**src/rtl/io_packet_rx.sv**
```systemverilog
// rtl/io_packet_rx.sv - UART byte stream to AGC channel-write framer.
// Define IO_PKT_CHECKSUM_EN to require a fourth XOR checksum byte per packet.
module io_packet_rx #(
  parameter int TIMEOUT_CYCLES = 100000
) (
  input  logic        clock,
  input  logic        reset_n,
  input  logic [7:0]  rx_data,
  input  logic        rx_valid,
  output logic [4:0]  pkt_sel,
  output logic [14:0] pkt_data,
  output logic        pkt_valid,
  output logic        busy,
  output logic        err_pulse,
  output logic [7:0]  err_count
);

  localparam int GW = (TIMEOUT_CYCLES > 2) ? $clog2(TIMEOUT_CYCLES) : 1;
  // The counter never holds TIMEOUT_CYCLES-1: the increment that would reach it fires the timeout.
  localparam logic [GW-1:0] GAP_LAST = GW'(TIMEOUT_CYCLES - 2);

`ifdef IO_PKT_CHECKSUM_EN
  typedef enum logic [1:0] {ST_IDLE, ST_GOT_HDR, ST_GOT_HI, ST_GOT_LO} state_t;
`else
  typedef enum logic [1:0] {ST_IDLE, ST_GOT_HDR, ST_GOT_HI} state_t;
`endif

  state_t        state_q, state_d;
  logic [4:0]    sel_q, sel_d;
  logic [6:0]    hi_q, hi_d;
  logic [4:0]    pkt_sel_q, pkt_sel_d;
  logic [14:0]   pkt_data_q, pkt_data_d;
  logic          pkt_valid_q, pkt_valid_d;
  logic          err_q, err_d;
  logic [7:0]    err_cnt_q, err_cnt_d;
  logic [GW-1:0] gap_q, gap_d;
  logic          is_hdr;
`ifdef IO_PKT_CHECKSUM_EN
  logic [7:0]    lo_q, lo_d;
  logic [7:0]    csum;
`endif

  assign is_hdr = (rx_data[7:5] == 3'b100);
`ifdef IO_PKT_CHECKSUM_EN
  assign csum = {3'b100, sel_q} ^ {1'b0, hi_q} ^ lo_q;
`endif

  always_comb begin
    state_d     = state_q;
    sel_d       = sel_q;
    hi_d        = hi_q;
    pkt_sel_d   = pkt_sel_q;
    pkt_data_d  = pkt_data_q;
    pkt_valid_d = 1'b0;
    err_d       = 1'b0;
`ifdef IO_PKT_CHECKSUM_EN
    lo_d        = lo_q;
`endif
    case (state_q)
      ST_IDLE: begin
        if (rx_valid && is_hdr) begin
          sel_d   = rx_data[4:0];
          state_d = ST_GOT_HDR;
        end
      end
      ST_GOT_HDR: begin
        if (rx_valid) begin
          if (!rx_data[7]) begin
            hi_d    = rx_data[6:0];
            state_d = ST_GOT_HI;
          end else begin
            err_d = 1'b1;
            if (is_hdr) sel_d = rx_data[4:0];
            else        state_d = ST_IDLE;
          end
        end
      end
      ST_GOT_HI: begin
        if (rx_valid) begin
`ifdef IO_PKT_CHECKSUM_EN
          lo_d    = rx_data;
          state_d = ST_GOT_LO;
`else
          pkt_sel_d   = sel_q;
          pkt_data_d  = {hi_q, rx_data};
          pkt_valid_d = 1'b1;
          state_d     = ST_IDLE;
`endif
        end
      end
`ifdef IO_PKT_CHECKSUM_EN
      ST_GOT_LO: begin
        if (rx_valid) begin
          if (rx_data == csum) begin
            pkt_sel_d   = sel_q;
            pkt_data_d  = {hi_q, lo_q};
            pkt_valid_d = 1'b1;
          end else begin
            err_d = 1'b1;
          end
          state_d = ST_IDLE;
        end
      end
`endif
      default: state_d = ST_IDLE;
    endcase

    // A byte arriving in the timeout cycle takes precedence over the timeout.
    if (state_q != ST_IDLE && !rx_valid && gap_q == GAP_LAST) begin
      state_d = ST_IDLE;
      err_d   = 1'b1;
    end

    gap_d     = (rx_valid || state_d == ST_IDLE) ? '0 : gap_q + 1'b1;
    err_cnt_d = (err_d && err_cnt_q != 8'hFF) ? err_cnt_q + 8'd1 : err_cnt_q;
  end

  always_ff @(posedge clock or negedge reset_n) begin
    if (!reset_n) begin
      state_q     <= ST_IDLE;
      sel_q       <= '0;
      hi_q        <= '0;
      pkt_sel_q   <= '0;
      pkt_data_q  <= '0;
      pkt_valid_q <= 1'b0;
      err_q       <= 1'b0;
      err_cnt_q   <= '0;
      gap_q       <= '0;
`ifdef IO_PKT_CHECKSUM_EN
      lo_q        <= '0;
`endif
    end else begin
      state_q     <= state_d;
      sel_q       <= sel_d;
      hi_q        <= hi_d;
      pkt_sel_q   <= pkt_sel_d;
      pkt_data_q  <= pkt_data_d;
      pkt_valid_q <= pkt_valid_d;
      err_q       <= err_d;
      err_cnt_q   <= err_cnt_d;
      gap_q       <= gap_d;
`ifdef IO_PKT_CHECKSUM_EN
      lo_q        <= lo_d;
`endif
    end
  end

  assign pkt_sel   = pkt_sel_q;
  assign pkt_data  = pkt_data_q;
  assign pkt_valid = pkt_valid_q;
  assign busy      = (state_q != ST_IDLE);
  assign err_pulse = err_q;
  assign err_count = err_cnt_q;

endmodule

```
**config.mk**
```make
export PLATFORM = sky130hd
export DESIGN_NAME = io_packet_rx
export DESIGN_NICKNAME = d
export VERILOG_FILES = /design/src/rtl/io_packet_rx.sv
export SDC_FILE = /design/constraint.sdc
export NUM_CORES = 1
export LEC_CHECK = 0
export BUFFER_PORTS_ARGS = -buffer_cell sky130_fd_sc_hd__buf_2
export CAP_MARGIN = 15
export CORE_MARGIN = 2
export CORE_UTILIZATION = 58
export CTS_BUF_LIST = sky130_fd_sc_hd__clkbuf_8
export DETAILED_ROUTE_END_ITERATION = 10
export GPL_TIMING_DRIVEN = 0
export PLACE_DENSITY = 0.83
export RECOVER_POWER = 50
export SLEW_MARGIN = 25
export SYNTH_ARGS = -nofsm -noshare
export SYNTH_HDL_FRONTEND = slang
export SYNTH_SLANG_ARGS = --single-unit
```
**constraint.sdc**
```tcl
create_clock -name clock -period 2.06 [get_ports clock]
set_input_delay 0.206 -clock clock [delete_from_list [all_inputs] [get_ports clock]]
set_output_delay 0.206 -clock clock [all_outputs]
set_load 0.01 [all_outputs]
```
==> impl_metrics.toml <==
[drt]
drtIter0Drc = 102
via_count = 1826
first_pass_iters = 4
wl_per_cell_um = 14.0
route.detailed.drc = 0
ant_nets = 0
via_per_inst = 5.20
wl_um = 4900

[hold_path]
min_path_type = "input pin to flop"
min-delay-start = "rx_data[1]"

[yosys]
yosysUniqueCellTypes = 30
avgSynthCellArea_um2 = 10.7
synthAdderAreaFrac_pct = 1.45
ys_seq_area_share_pct = 59.0
synthSimpleGateAreaFrac_pct = 22.9
synth_mux_area_share_pct = 7.06
synth-seq-cells = 61
synth_compound_area_share_pct = 0.629
synth_warnings = 0
yosys.area_share.xor_xnor_pct = 7.45
syn_inst = 241
synth_top_family_by_area = "simple AND/OR/NAND/NOR gates"
synth_area_um2 = 2590
synth_fp_nets = 255

[sta]
period_minus_slack_ns = 1.96
max_slew.worst_pin.slew_ns = 1.45
relSlewSlack_pct = 3.53
hold_viol = 0
post-route-period-util_pct = 95.1
setup_viol = 0
rsz0062_at_grt = "false"
skew_ns = 0.00713
fmax_ghz = 0.510
tns_ns = 0
slew_violations = 0

[setup_path]
r2r_start = "gap_q[4]$_DFF_PN0_"
worstSetupStartpoint = "gap_q[4]$_DFF_PN0_"
cp.required_ns = 2.28
max_stage_delay_ns = 0.54
critPathBufInv = 0
crit_path_cell_trace = "nand4_1 -> or4b_4 -> o21ai_4 -> nand4_1 -> mux2_1"
cpMaxStageDelayCell = "or4b_4"
critPathMaxFanout = 8
crit_top_cell = "nand4_1"
crit_arrival_ns = 2.18
critical_path_class = "flop to flop"
endpoint_kind = "flop"
startpoint_type = "flop"
cp_top_family = "simple AND/OR/NAND/NOR gates"

[status]
status = "completed"

[global_routing]
grt_pass1_wl_um = 8450
grt_overflow_total = 0
grt_pass1_vias = 1825
grt_max_degree = 62
antenna_found_initial = 0
grt_util_all_layers_pct = 21.9

[clock_network]
htree_levels = 3
worstSkewPairLatency_ns = 0.34
numClockSinks = 61
cts_buffers = 9
clk_pin_slew_ns = 0.07
cts_tree = "built"
clock_tree.root_cell = "clkbuf_8"
clk_path_buf_depth = 2
postCtsSetupRepairBufs = 0

[place]
place_inst = 334
gp_congestion = 0.793
dp_hpwl_um = 3180
port_buffers = 41

[floorplan]
dieArea_um2 = 5010
io_pins = 42
rows = 24
start_util_pct = 59.8
die_w_um = 70.8
die_h_um = 70.8
coreArea_um2 = 4320

[layout]
n_fill_cell = 335
ff_latch_area_um2 = 1530
drive_above_1_share_pct = 19.7
mostFrequentLayoutCells = "nand2_1, dfrtp_1, nor2_1"
syn_to_final_growth_pct = 18.7
multi_input_area_um2 = 1020
stdcell_count = 351
n_antenna_cell = 0
nets = 308
mostFrequentLayoutCell = "nand2_1"

[pwr]
p_leak_nw = 1.47
p_per_area_nw_per_um2 = 1060
ir_worst_vdd_uv = 620

[flow_run]
drv_cap = 0
-- flip-flops by register name, summed over array words and instances, names as in the netlist --
name,cells
gap_q,17
pkt_data,15
err_count,8
hi_q,7
pkt_sel,5
sel_q,5
state_q,2
err_pulse,1
pkt_valid,1
-- synth_stat cells (all sizes together) --
| library cell | instances | share of area, % |
|---|---|---|
| mux2i | 1 | 0.39 |
| and3 | 3 | 0.73 |
| o21ai | 1 | 0.63 |
| nand3 | 10 | 1.9 |
| mux2 | 15 | 6.7 |
| inv | 3 | 0.44 |
| nor3b | 2 | 0.58 |
| xor2 | 10 | 3.4 |
| and4 | 3 | 1.0 |
| nand3b | 1 | 0.29 |
| nand2b | 1 | 0.24 |
| ha | 3 | 1.5 |
| nor3 | 1 | 0.19 |
| nor4b | 1 | 0.34 |
| or4b | 1 | 0.53 |
| nor4bb | 1 | 0.39 |
| nor2 | 25 | 3.6 |
| clkbuf | 4 | 0.58 |
| dfrtp | 61 | 59 |
| nand4 | 10 | 2.4 |
| or2 | 1 | 0.24 |
| and2 | 1 | 0.24 |
| or3 | 1 | 0.24 |
| xnor2 | 12 | 4.1 |
| nand2 | 65 | 9.4 |
| buf | 2 | 0.48 |
| nor2b | 2 | 0.48 |
-- where the power goes --
group	switching, mW	total, mW	internal, mW
Combinational	0.284	0.512	0.228
Sequential	0.137	1.56	1.43
Clock	0.499	1.18	0.686
Total	0.920	3.26	2.34
-- worst reg2reg max path, stage by stage (launching register included) --
cell     delay (ns)
dfrtp_1        0.44
nand4_1        0.14
or4b_4         0.54
o21ai_4        0.27
nand4_1        0.15
mux2_1         0.32
-- cells by family (layout without fill, tap and decap cells) --
family,count (synthesis),after routing
simple gates,129,129
buf+inv,9,67
mux,16,16
flops,61,61
xor+xnor,22,22
compound gates,1,1
fa+ha+maj,3,3
-- layer usage --
metal | global-route usage, % | vias to the layer above | share of wire (%)
li1 | - | 908 | -
met1 | 28.8 | 861 | 44
met2 | 34.7 | 47 | 49
met3 | 5.27 | 10 | 4.6
met4 | 10.1 | 0 | 1.6
met5 | 0 | - | 0
-- path summary, 6_finish.rpt --
path                                       endpoint  slack, ns  cells past startpoint
min                         pkt_data[1]$_DFFE_PN0P_       0.08                      3
max in group asynchronous        gap_q[3]$_DFF_PN0_       0.34                      2
min in group asynchronous    pkt_sel[4]$_DFFE_PN0P_       0.74                      2
max                        err_count[6]$_DFFE_PN0P_       0.10                      5
max reg2reg                err_count[6]$_DFFE_PN0P_       0.10                      5
min reg2reg                  pkt_sel[4]$_DFFE_PN0P_       0.47                      2
-- stage by stage --
stage          area (um2)  util (%)  hold WS [ns]  power (mW)  setup slack (ns)
2_1_floorplan        2590         -       -0.0896        1.87             0.216
3_3_place_gp         2860      66.1         0.432        2.10             0.108
3_5_place_dp         2860      66.1         0.317        2.13             0.101
4_1_cts              3090      71.5        0.0662        3.32            0.0545
5_1_grt              3070      71.0        0.0860        3.43           0.00473
6_report             3070      71.0        0.0774        3.26             0.100
-- area by class of cell --
| cell class | instances | area share (%) |
|---|---|---|
| well taps | 52 | 2.12 |
| flip-flops and latches | 61 | 49.8 |
| clock inverters | 7 | 3.22 |
| multi-input cells | 171 | 33.4 |
| clock buffers | 9 | 4.03 |
| inverters | 3 | 0.367 |
| plain buffers | 6 | 0.896 |
| repair buffers | 42 | 6.23 |
-- repair_timing --
action / in CTS / in global routing
setup endpoints to repair: 0 / 10
hold buffers: 1 / 0
endpoints found under the hold margin: 61 / 0
gates resized for setup: 0 / 3
Note: power is estimated with default switching activity, not from simulation.
